[config.mk]
export PLATFORM = sky130hd
export DESIGN_NAME = square_writer
export DESIGN_NICKNAME = d
export VERILOG_FILES = /design/src/rtl/square_writer.sv
export SDC_FILE = /design/constraint.sdc
export NUM_CORES = 1
export LEC_CHECK = 0
export BUFFER_PORTS_ARGS = -buffer_cell sky130_fd_sc_hd__buf_2
export CAP_MARGIN = 20
export CORE_MARGIN = 5
export CORE_UTILIZATION = 48
export DETAILED_ROUTE_END_ITERATION = 8
export PLACE_DENSITY = 0.85
export SETUP_SLACK_MARGIN = 0.4
export SYNTH_ARGS = -nofsm -noshare
export SYNTH_HDL_FRONTEND = slang
export SYNTH_SLANG_ARGS = --single-unit
[constraint.sdc]
create_clock -name clock -period 1.9 [get_ports clock]
set_input_delay 0.475 -clock clock [delete_from_list [all_inputs] [get_ports clock]]
set_output_delay 0.475 -clock clock [all_outputs]
set_load 0.05 [all_outputs]
[src/rtl/square_writer.sv]
// square_writer: fills a clipped square (or the whole grid) of a frame memory, one cell per clock.
// Ports: clock/reset_n (async active-low); cmd_valid/cmd_ready handshake with cmd_op (0 draw, 1 clear),
//   cmd_x, cmd_y, cmd_size, cmd_color; memory write side address_in {row, column}, data_in, wren;
//   status busy (filling) and done (one-cycle completion pulse).
module square_writer #(
   parameter int A = 9,
   parameter int S = 24,
   parameter int W = 5
) (
   input  logic           clock,
   input  logic           reset_n,
   input  logic           cmd_valid,
   output logic           cmd_ready,
   input  logic           cmd_op,
   input  logic [W-1:0]   cmd_x,
   input  logic [A-W-1:0] cmd_y,
   input  logic [W-1:0]   cmd_size,
   input  logic [S-1:0]   cmd_color,
   output logic [A-1:0]   address_in,
   output logic [S-1:0]   data_in,
   output logic           wren,
   output logic           busy,
   output logic           done
);
   localparam int H = A - W;
   localparam int E = A + 1;
   localparam logic [E-1:0] ONE = E'(1);
   localparam logic [E-1:0] XMAX = E'((1 << W) - 1);
   localparam logic [E-1:0] YMAX = E'((1 << H) - 1);
   localparam logic [H-1:0] ROW_ONE = H'(1);
   localparam logic [A-1:0] ADDR_ONE = A'(1);
   typedef enum logic {IDLE, FILL} state_t;
   state_t state_q, state_d;
   logic [A-1:0] addr_q, addr_d;
   logic [S-1:0] data_q, data_d;
   logic wren_q, wren_d, done_q, done_d;
   logic [W-1:0] x0_q, x0_d, xe_q, xe_d, xe_c;
   logic [H-1:0] ye_q, ye_d, ye_c;
   logic [E-1:0] x_sum, y_sum;
   // The address register doubles as the {row, column} cursor; sums are one bit wider than the
   // address so clipping is a plain compare and never depends on wrap-around.
   always_comb begin
      x_sum = {{(E-W){1'b0}}, cmd_x} + {{(E-W){1'b0}}, cmd_size} - ONE;
      y_sum = {{(E-H){1'b0}}, cmd_y} + {{(E-W){1'b0}}, cmd_size} - ONE;
      xe_c = x_sum > XMAX ? '1 : x_sum[W-1:0];
      ye_c = y_sum > YMAX ? '1 : y_sum[H-1:0];
      state_d = state_q;
      addr_d = addr_q;
      data_d = data_q;
      wren_d = 1'b0;
      done_d = 1'b0;
      x0_d = x0_q;
      xe_d = xe_q;
      ye_d = ye_q;
      if (state_q == IDLE) begin
         if (cmd_valid) begin
            if (cmd_op || cmd_size != '0) begin
               state_d = FILL;
               wren_d = 1'b1;
               data_d = cmd_color;
               x0_d = cmd_op ? '0 : cmd_x;
               xe_d = cmd_op ? '1 : xe_c;
               ye_d = cmd_op ? '1 : ye_c;
               addr_d = cmd_op ? '0 : {cmd_y, cmd_x};
            end else begin
               done_d = 1'b1;
            end
         end
      end else if (addr_q == {ye_q, xe_q}) begin
         state_d = IDLE;
         done_d = 1'b1;
      end else begin
         wren_d = 1'b1;
         addr_d = addr_q[W-1:0] == xe_q ? {addr_q[A-1:W] + ROW_ONE, x0_q} : addr_q + ADDR_ONE;
      end
   end
   always_ff @(posedge clock or negedge reset_n) begin
      if (!reset_n) begin
         state_q <= IDLE;
         addr_q <= '0;
         data_q <= '0;
         wren_q <= 1'b0;
         done_q <= 1'b0;
         x0_q <= '0;
         xe_q <= '0;
         ye_q <= '0;
      end else begin
         state_q <= state_d;
         addr_q <= addr_d;
         data_q <= data_d;
         wren_q <= wren_d;
         done_q <= done_d;
         x0_q <= x0_d;
         xe_q <= xe_d;
         ye_q <= ye_d;
      end
   end
   assign cmd_ready = state_q == IDLE;
   assign busy = state_q == FILL;
   assign address_in = addr_q;
   assign data_in = data_q;
   assign wren = wren_q;
   assign done = done_q;
endmodule

==> results of run 1 <==
-- logic make-up (layout without fill, tap and decap cells) --
| kind of cell | Yosys count | count (layout) | share of synthesized area |
|---|---|---|---|
| flip-flops | 49 | 49 | 0.424 |
| XOR/XNOR | 15 | 15 | 0.0455 |
| AND/OR/NAND/NOR | 125 | 125 | 0.192 |
| buffers and inverters | 53 | 205 | 0.0740 |
| AO/OA/AOI/OAI | 64 | 64 | 0.159 |
| adder cells (fa/ha/maj) | 23 | 23 | 0.105 |
-- routing by layer --
metal | vias to the layer above | wire length [µm] | share of wire | GRT usage
met5 | - | 0 | 0 | 0
met4 | 0 | 217 | 0.023 | 0.0795
met3 | 21 | 673 | 0.072 | 0.0357
met2 | 117 | 4810 | 0.52 | 0.441
met1 | 1405 | 3640 | 0.39 | 0.289
li1 | 1403 | - | - | -
-- report_power, final --
group / switching [mW] / internal [mW] / leakage [nW] / total (mW)
logic: 3.26 / 2.50 / 1.75 / 5.75
clock network: 0.323 / 0.297 / 0.0455 / 0.620
registers: 0.413 / 1.53 / 0.580 / 1.94
total: 3.99 / 4.32 / 2.38 / 8.31
-- layout by cell type, fill, tap and decap left out, types with 3 or more instances in the layout --
| master | Yosys | layout |
|---|---|---|
| o21ai_0 | 12 | 9 |
| a31oi_1 | 7 | 7 |
| buf_4 | 2 | 62 |
| a21oi_1 | 10 | 5 |
| nand2_1 | 85 | 84 |
| inv_2 | 0 | 9 |
| ha_4 | 0 | 8 |
| inv_1 | 39 | 26 |
| xnor2_4 | 0 | 3 |
| clkbuf_8 | 0 | 6 |
| o221a_4 | 0 | 3 |
| nand3_1 | 5 | 5 |
| xor2_1 | 4 | 4 |
| dfrtp_1 | 49 | 39 |
| ha_1 | 21 | 11 |
| nor2_1 | 12 | 12 |
| xnor2_2 | 0 | 6 |
| buf_12 | 0 | 3 |
| buf_6 | 0 | 17 |
| a21oi_2 | 0 | 3 |
| a22oi_2 | 0 | 3 |
| o22a_1 | 5 | 5 |
| a21o_1 | 5 | 5 |
| buf_8 | 0 | 12 |
| dfrtp_2 | 0 | 10 |
| buf_2 | 6 | 62 |
-- metrics by stage --
stage	instance area (µm²)	total power, mW	worst slack (ns)	std cells	TNS (ns)
finish	4710	8.31	-0.0792	556	-0.609
global route	4710	8.76	-0.190	556	-1.38
CTS	4470	7.68	-0.0660	546	-0.470
detailed placement	3850	5.97	-0.581	514	-4.95
global placement	3850	5.87	-0.499	514	-4.29
floorplan	3130	4.92	-0.240	329	-1.63
-- cells in the mapped netlist, types with 2 or more instances --
| cell type | count |
|---|---|
| a22oi_1 | 3 |
| ha_1 | 21 |
| o221a_2 | 3 |
| and2_1 | 2 |
| buf_4 | 2 |
| nor2_1 | 12 |
| xnor2_1 | 11 |
| nand2_1 | 85 |
| a22o_1 | 2 |
| dfrtp_1 | 49 |
| a2bb2oi_1 | 2 |
| a21o_1 | 5 |
| clkbuf_1 | 6 |
| nor4b_1 | 2 |
| o22a_1 | 5 |
| nor3_1 | 2 |
| o21ai_0 | 12 |
| a32o_1 | 2 |
| xor2_1 | 4 |
| nand4_1 | 2 |
| fa_1 | 2 |
| a31oi_1 | 7 |
| inv_1 | 39 |
| and3_1 | 3 |
| o22ai_1 | 3 |
| o211ai_1 | 2 |
| nand3_1 | 5 |
| buf_2 | 6 |
| a21oi_1 | 10 |
| nor2b_1 | 2 |
| nand2b_1 | 3 |
-- state kept, by name, indices dropped and copies added, names as in the netlist --
register,cells
done,1
address_in,9
ye_q,4
xe_q,5
data_in,24
wren,1
x0_q,5
-- worst paths after layout --
kind,slack [ns],cells after the start,from,endpoint
max in group asynchronous,1.13,2,reset_n,data_in[18]
min in group clock,0.36,3,cmd_color[13],data_in[13]
max,-0.08,13,cmd_size[1],ye_q[0]
max reg2reg,0.17,5,address_in[0],address_in[4]
min reg2reg,0.47,2,data_in[19],data_in[19]
min,0.19,1,reset_n,address_in[3]
-- layout make-up --
type / instances / area share
multi-input combinational: 227 / 0.397
timing repair buffer: 158 / 0.263
sequential: 49 / 0.263
inverter: 39 / 0.0377
tap: 75 / 0.0199
clock buffer: 8 / 0.0191
-- what timing repair did --
item                       in CTS  in global routing
hold endpoints to repair        0                  0
setup buffers                  24                  9
gates resized for setup        86                 26
pin swaps                      33                 20
hold buffers                    0                  0
setup endpoints to repair      27                 38
cloned                          0                  1
==> results.md, run 1 <==
* Number of nets produced by synthesis at 394
* Count of buffering cells on the critical path with inverters included at 5
* Number of filler cells placed in the layout at 352
* Drt wl/cell at 16.8 µm
* Vias per Instance at 5.30
* Total routing usage reported by global routing at 0.241
* RSZ-0062 raised after global routing: true
* Post-synthesis sequential area ratio at 0.424
* Aggregate routed wire length at 9.34 mm
* Horizontal die dimension at 87.6 µm
* Post-route antenna net violation count at 0
* Root cell of the clock tree: clkbuf_8
* Syn Std Cell Area at 2890 µm²
* Area overhead of the layout relative to synthesis at 63.0%
* Dominant register cell in the synthesized netlist: dfrtp_1
* Highest attainable clock frequency at 0.505 GHz
* Worst-path fanout max at 4
* Top-level port count at 79
* TritonCTS clock tree: done
* Area occupied by multi-input gates at 1870 µm²
* # diodes at 0
* Input/output buffers at 78
* Final worst path period need at 1.98 ns
* Tightest Hold Check Type: input pin to async pin
* Share of synthesized flip-flops with an asynchronous set or reset at 1.00
* Post-Route Skew at 0.0123 ns
* Hold Violations, Final at 0
* Cells traversed along the worst timing path: buf_12 > inv_12 > buf_6 > ha_4 > inv_2 > ha_4 > inv_2 > fa_2 > nand2b_4 > a21oi_4 > nor3_2 > nor3_2 > a31oi_1
* Count of unresolved DRC violations after routing at 0
* Congestion Overflow GR at 0
* Row Count at 28
* Leakage component of the power at 2.38 nW
* Clock sinks at 49
* Yosys warning total at 0
* Number of antenna violations at the first check in global routing at 0
* Post-layout net count at 545
* Crit path required time at 2.07 ns
* Number of distinct standard cells referenced by the synthesized netlist at 46
* Critical path arrival at 2.15 ns
* Kind of critical path: input pin to flip-flop
* Last weighted congestion value of the routability-driven placer at 0.934
* Setup violation total in the final timing report at 9
* Worst-case clock buffer depth at 2
* Number of enable-type register cells in the synthesized netlist at 0
* Final core utilization at 0.800
* Effective utilization at floorplan at 0.491
* Register clock-pin slew on the reported worst setup and hold paths at 0.09 ns
* Worst-case hold slack at 0.186 ns
* Fraction of layout cells with a size suffix above 1 at 0.501
* Slowest Stage Delay on Critical Path at 0.33 ns
* Fraction of post-synthesis cell area in the top cell type by area at 0.424
* Number of H-tree levels at 2
* Global-route wire length before repair at 14.4 mm
* Largest net degree at the start of global routing at 29
* Flip-flop and latch area at 1240 µm²
* Floorplan die height at 87.6 µm
* Post-synthesis area per instance at 8.79 µm²
* Routed vias at 2946
* Flip-flop and latch count after synthesis at 49
* Max-slew violations at 0
* Relative slew slack at 0.574
* Final Cycle Share at 1.04
* Total core area at 5890 µm²
* Total CTS buffers at 5
* Outcome: finished with violations
* PD cells at 1760 nW/µm²
* Synth area leader: dfrtp_1
* Vias in the first global route at 3024
* Transition time at the pin with the least slew margin at 0.639 ns
* Worst Setup Slack, final at -0.0792 ns
* Maximum ir drop on the vdd rail at 1.05 mV
* First-pass iteration count of the detailed router at 4
* Startpoint Class: input pin
* Violated checks: negative setup slack
* Largest cells by area after synthesis: dfrtp_1, nand2_1, ha_1
* HPWL reported at the end of detailed placement at 6.14 mm
* Critical Path End Type: flip-flop
* Number of DRC markers after the initial detailed-route iteration at 209
* Max-Cap Viols at 0
* Number of instances in the synthesized netlist at 329
* Clock network latency to the later pin of the worst-skew pair at 0.30 ns
* Family of cells with the greatest summed delay on the critical path: adder cells
* Critical path's slowest cell: fa_2
* Area of the die at 7670 µm²
Note: power is estimated with default switching activity, not from simulation.
==> inputs of run 2 (changes only) <==
--- a/config.mk
+++ b/config.mk
@@ -9,6 +9,7 @@
 export CAP_MARGIN = 20
 export CORE_MARGIN = 5
 export CORE_UTILIZATION = 48
+export CTS_CLUSTER_DIAMETER = 120
 export DETAILED_ROUTE_END_ITERATION = 8
 export PLACE_DENSITY = 0.85
 export SETUP_SLACK_MARGIN = 0.4
==> constraint.sdc (replaced) <==
create_clock -name clock -period 1.68 [get_ports clock]
set_input_delay 0.42 -clock clock [delete_from_list [all_inputs] [get_ports clock]]
set_output_delay 0.42 -clock clock [all_outputs]
set_load 0.05 [all_outputs]
==> run 2 against run 1 <==
Against the previous run:
- the flow now stops in global routing (5_1_grt)
- synthesized area unchanged
- synthesized cell count unchanged
==> results.md, run 2 <==
* Pre-CTS worst setup slack at -0.752 ns (-0.171 ns)
* Worst-case clock buffer depth at 2 (unchanged)
* Stop err: [ERROR DPL-0033] detailed placement checks failed during check placement.
* Top post-synthesis cells by count: nand2_1, dfrtp_1, inv_1
* Largest cells by area after synthesis: dfrtp_1, nand2_1, ha_1
* Syn Std Cell Area at 2890 µm² (unchanged)
* Exit stage: global routing (5_1_grt)
* Post-synthesis sequential area ratio at 0.424 (unchanged)
* Row Count at 28 (unchanged)
* Flip-flop and latch count after synthesis at 49 (unchanged)
* Library cell with the highest instance count after synthesis: nand2_1
* Synth area leader: dfrtp_1
* Fraction of post-synthesis cell area in the top cell type by area at 0.424 (unchanged)
* Yosys warning total at 0 (unchanged)
* Total CTS buffers at 5 (unchanged)
* Root cell of the clock tree: clkbuf_8
* Input/output buffers at 78 (unchanged)
* Horizontal die dimension at 87.6 µm (unchanged)
* Last weighted congestion value of the routability-driven placer at 0.933 (about the same)
* Share of synthesized flip-flops with an asynchronous set or reset at 1.00 (unchanged)
* Number of instances in the synthesized netlist at 329 (unchanged)
* Dominant register cell in the synthesized netlist: dfrtp_1
* Number of H-tree levels at 2 (unchanged)
* Post-synthesis area per instance at 8.79 µm² (unchanged)
* Number of enable-type register cells in the synthesized netlist at 0 (unchanged)
* Number of nets produced by synthesis at 394 (unchanged)
* Number of distinct standard cells referenced by the synthesized netlist at 46 (unchanged)
* Outcome: aborted with a tool error
* Kind of the worst endpoint: sequential cell input
* Number of antenna violations at the first check in global routing at 0
* Largest net degree at the start of global routing at 50
* Critical endpoint after global-route timing repair: ye_q[3]$_DFFE_PN0P_/D
* Floorplan die height at 87.6 µm (unchanged)
* Effective utilization at floorplan at 0.491 (unchanged)
* HPWL reported at the end of detailed placement at 6.26 mm (+2.0%)
* Instance area at placement at 3990 µm² (+3.6%)
* Clock sinks at 49 (unchanged)
* Top-level port count at 79 (unchanged)
==> run 2: cell counts after synthesis <==
No cell type changed its count.
==> run 2: logic make-up after synthesis <==
kind of cell | after synthesis | synth area share
simple gates | 125 | 0.192
compound gates | 64 | 0.159
buf+inv | 53 | 0.0740
flops | 49 | 0.424
fa+ha+maj | 23 | 0.105
xor+xnor | 15 | 0.0455
==> run 2: what timing repair did <==
item	4_1_cts
pin swaps	64
cloned	4
hold buffers	0
resized for setup	184
setup buffers	29
endpoints found under the setup margin	83
==> run 2: through the flow <==
step / hold WS [ns] / instances
after CTS: 0.0974 / 570
after global placement: 0.424 / 529
after floorplan: 0.124 / 329
after detailed placement: 0.427 / 529
==> inputs of run 3 (changes only) <==
--- a/config.mk
+++ b/config.mk
@@ -8,11 +8,9 @@
 export BUFFER_PORTS_ARGS = -buffer_cell sky130_fd_sc_hd__buf_2
 export CAP_MARGIN = 20
 export CORE_MARGIN = 5
-export CORE_UTILIZATION = 48
-export CTS_CLUSTER_DIAMETER = 120
+export CORE_UTILIZATION = 35
 export DETAILED_ROUTE_END_ITERATION = 8
-export PLACE_DENSITY = 0.85
-export SETUP_SLACK_MARGIN = 0.4
+export PLACE_DENSITY_LB_ADDON = 0.15
 export SYNTH_ARGS = -nofsm -noshare
 export SYNTH_HDL_FRONTEND = slang
 export SYNTH_SLANG_ARGS = --single-unit
==> constraint.sdc (replaced) <==
create_clock -name clock -period 2.2 [get_ports clock]
set_input_delay 0.55 -clock clock [delete_from_list [all_inputs] [get_ports clock]]
set_output_delay 0.55 -clock clock [all_outputs]
set_load 0.05 [all_outputs]
==> run 3 against run 2 <==
Against the previous run:
- the run now ends clean
==> results.md, run 3 (synthesized netlist as in run 1, its figures left out) <==
* Max-slew violations at 0
* Sw Share at 0.516
* Fraction of layout cells with a size suffix above 1 at 0.350
* Reg2Reg Capture Point: address_in[3]
* Routed vias at 2600
* Worst-path fanout max at 5
* Final Cycle Share at 0.962
* Hold Violations, Final at 0
* Horizontal die dimension at 101 µm (+15%)
* Hold buffers post-CTS at 0 (unchanged)
* Count of unresolved DRC violations after routing at 0
* Aggregate routed wire length at 7.77 mm
* Post-layout net count at 504
* Root cell of the clock tree: clkbuf_8
* Total routing usage reported by global routing at 0.161
* Largest net degree at the start of global routing at 50
* Input/output buffers at 78 (unchanged)
* First-pass iteration count of the detailed router at 4
* Crit path required time at 2.40 ns
* TritonCTS clock tree: done
* Most frequent cells in the layout: nand2_1, buf_2, dfrtp_1
* Cell count after placement at 536 (+1.3%)
* Final worst path period need at 2.12 ns
* Effective utilization at floorplan at 0.355 (-0.136)
* Largest register FFs at 24
* Maximum ir drop on the vdd rail at 0.677 mV
* Startpoint Class: input pin
* R2r startpoint: address_in[7]
* Depth of the worst register-to-register path at 5
* Leakage component of the power at 2.01 nW
* Tightest Hold Check Type: input pin to async pin
* Outcome: finished, final reports clean
* Post-route insts no fill at 545
* RSZ-0062 raised after global routing: false
* Proportion of power drawn by the clock network at 0.096
* Setup violation total in the final timing report at 0
* Power dissipated by switching net loads at 2.89 mW
* Worst-case clock buffer depth at 2 (unchanged)
* Last weighted congestion value of the routability-driven placer at 0.811 (-13%)
* Global-route wire length before repair at 13.0 mm
* Congestion Overflow GR at 0
* Total CTS buffers at 5 (unchanged)
* Clock network latency to the later pin of the worst-skew pair at 0.31 ns
* Post-route antenna net violation count at 0
* Highest attainable clock frequency at 0.473 GHz
* Drt wl/cell at 14.3 µm
* Post-Route Skew at 0.00726 ns
* Final instance area at 3870 µm²
* Top-level port count at 79 (unchanged)
* Max-Cap Viols at 0
* Register clock-pin slew on the reported worst setup and hold paths at 0.10 ns
* Area overhead of the layout relative to synthesis at 34.0%
* Area of the die at 10200 µm²
* # diodes at 0
* Vias in the first global route at 2657
* Row Count at 33 (+18%)
* Kind of critical path: input pin to flip-flop
* Most common cell after layout, fill and taps aside: nand2_1
* Critical Path End Type: flip-flop
* Part of the total power dissipated in sequential elements at 0.277
* Critical path arrival at 2.32 ns
* Number of antenna violations at the first check in global routing at 0
* Number of DRC markers after the initial detailed-route iteration at 145
* Vias per Instance at 4.77
* PD cells at 1450 nW/µm²
* Reg-to-reg setup timing slack at 0.28 ns
* Instance area at placement at 3720 µm² (-6.7%)
* Transition time at the pin with the least slew margin at 0.417 ns
* Number of H-tree levels at 2 (unchanged)
* Clock sinks at 49 (unchanged)
* Floorplan die height at 101 µm (+15%)
* Number of filler cells placed in the layout at 796
* HPWL reported at the end of detailed placement at 6.10 mm (-2.7%)
* Logic pwr share at 0.626
* Internal at 2.71 mW
* Total core area at 8130 µm²
* Relative slew slack at 0.721
-- run 3: worst max path at each step --
| stage | startpoint | to | slack, ns | cells past startpoint |
|---|---|---|---|---|
| 6_report | cmd_x[1] | xe_q[3] | 0.08 | 11 |
| 5_1_grt | cmd_x[0] | xe_q[3] | 0.0002 | 11 |
| 4_1_cts | cmd_x[1] | xe_q[2] | 0.001 | 11 |
| 3_5_place_dp | cmd_x[1] | xe_q[2] | -0.35 | 11 |
| 3_3_place_gp | cmd_x[1] | xe_q[4] | -0.29 | 11 |
| 2_1_floorplan | cmd_x[1] | xe_q[0] | -0.02 | 10 |
-- run 3: layout make-up --
class / count / area (µm²) / area share
multi-input combinational: 227 / 1550 / 0.400
sequential: 49 / 1230 / 0.317
timing repair buffer: 117 / 714 / 0.184
inverter: 39 / 164 / 0.0423
tap: 105 / 131 / 0.0339
clock buffer: 6 / 72.6 / 0.0187
clock inverter: 2 / 15.0 / 0.00388
-- run 3: stage by stage --
step | TNS [ns] | hold slack, ns | util | setup slack [ns] | power [mW]
after floorplan | -0.0763 | 0.254 | - | -0.0153 | 4.10
after global placement | -2.27 | 0.453 | 0.457 | -0.292 | 5.03
after detailed placement | -2.56 | 0.457 | 0.457 | -0.349 | 5.07
after CTS | 0 | 0.223 | 0.468 | 0.00134 | 5.62
after global routing | 0 | 0.243 | 0.476 | 0.000243 | 6.01
final | 0 | 0.208 | 0.476 | 0.0837 | 5.60
-- run 3: layer usage --
layer,GRT usage,vias up,wire [µm]
li1,-,1318,-
met1,0.222,1201,3650
met2,0.256,72,3530
met3,0.0263,9,465
met4,0.0518,0,126
met5,0,-,0
-- run 3: repair_timing --
| action | CTS | global route |
|---|---|---|
| setup endpoints to repair | 5 | 9 |
| pin swaps | 1 | 10 |
| gates resized for setup | 0 | 17 |
| buffers inserted | 0 | 1 |
-- run 3: power by group through the flow --
| stage | clock network (mW) | logic [mW] | registers, mW |
|---|---|---|---|
| 2_1_floorplan | 0 | 1.52 | 2.57 |
| 3_3_place_gp | 0 | 3.47 | 1.56 |
| 3_5_place_dp | 0 | 3.50 | 1.57 |
| 4_1_cts | 0.561 | 3.51 | 1.55 |
| 5_1_grt | 0.591 | 3.81 | 1.60 |
| 6_report | 0.540 | 3.51 | 1.55 |
-- run 3: critical path, stage by stage --
cell      delay (ns)
buf_6           0.11
inv_12          0.03
ha_4            0.25
inv_2           0.03
ha_4            0.15
fa_2            0.33
and2_4          0.17
o21ai_2         0.13
nor2b_1         0.14
o211ai_1        0.20
o22a_1          0.23
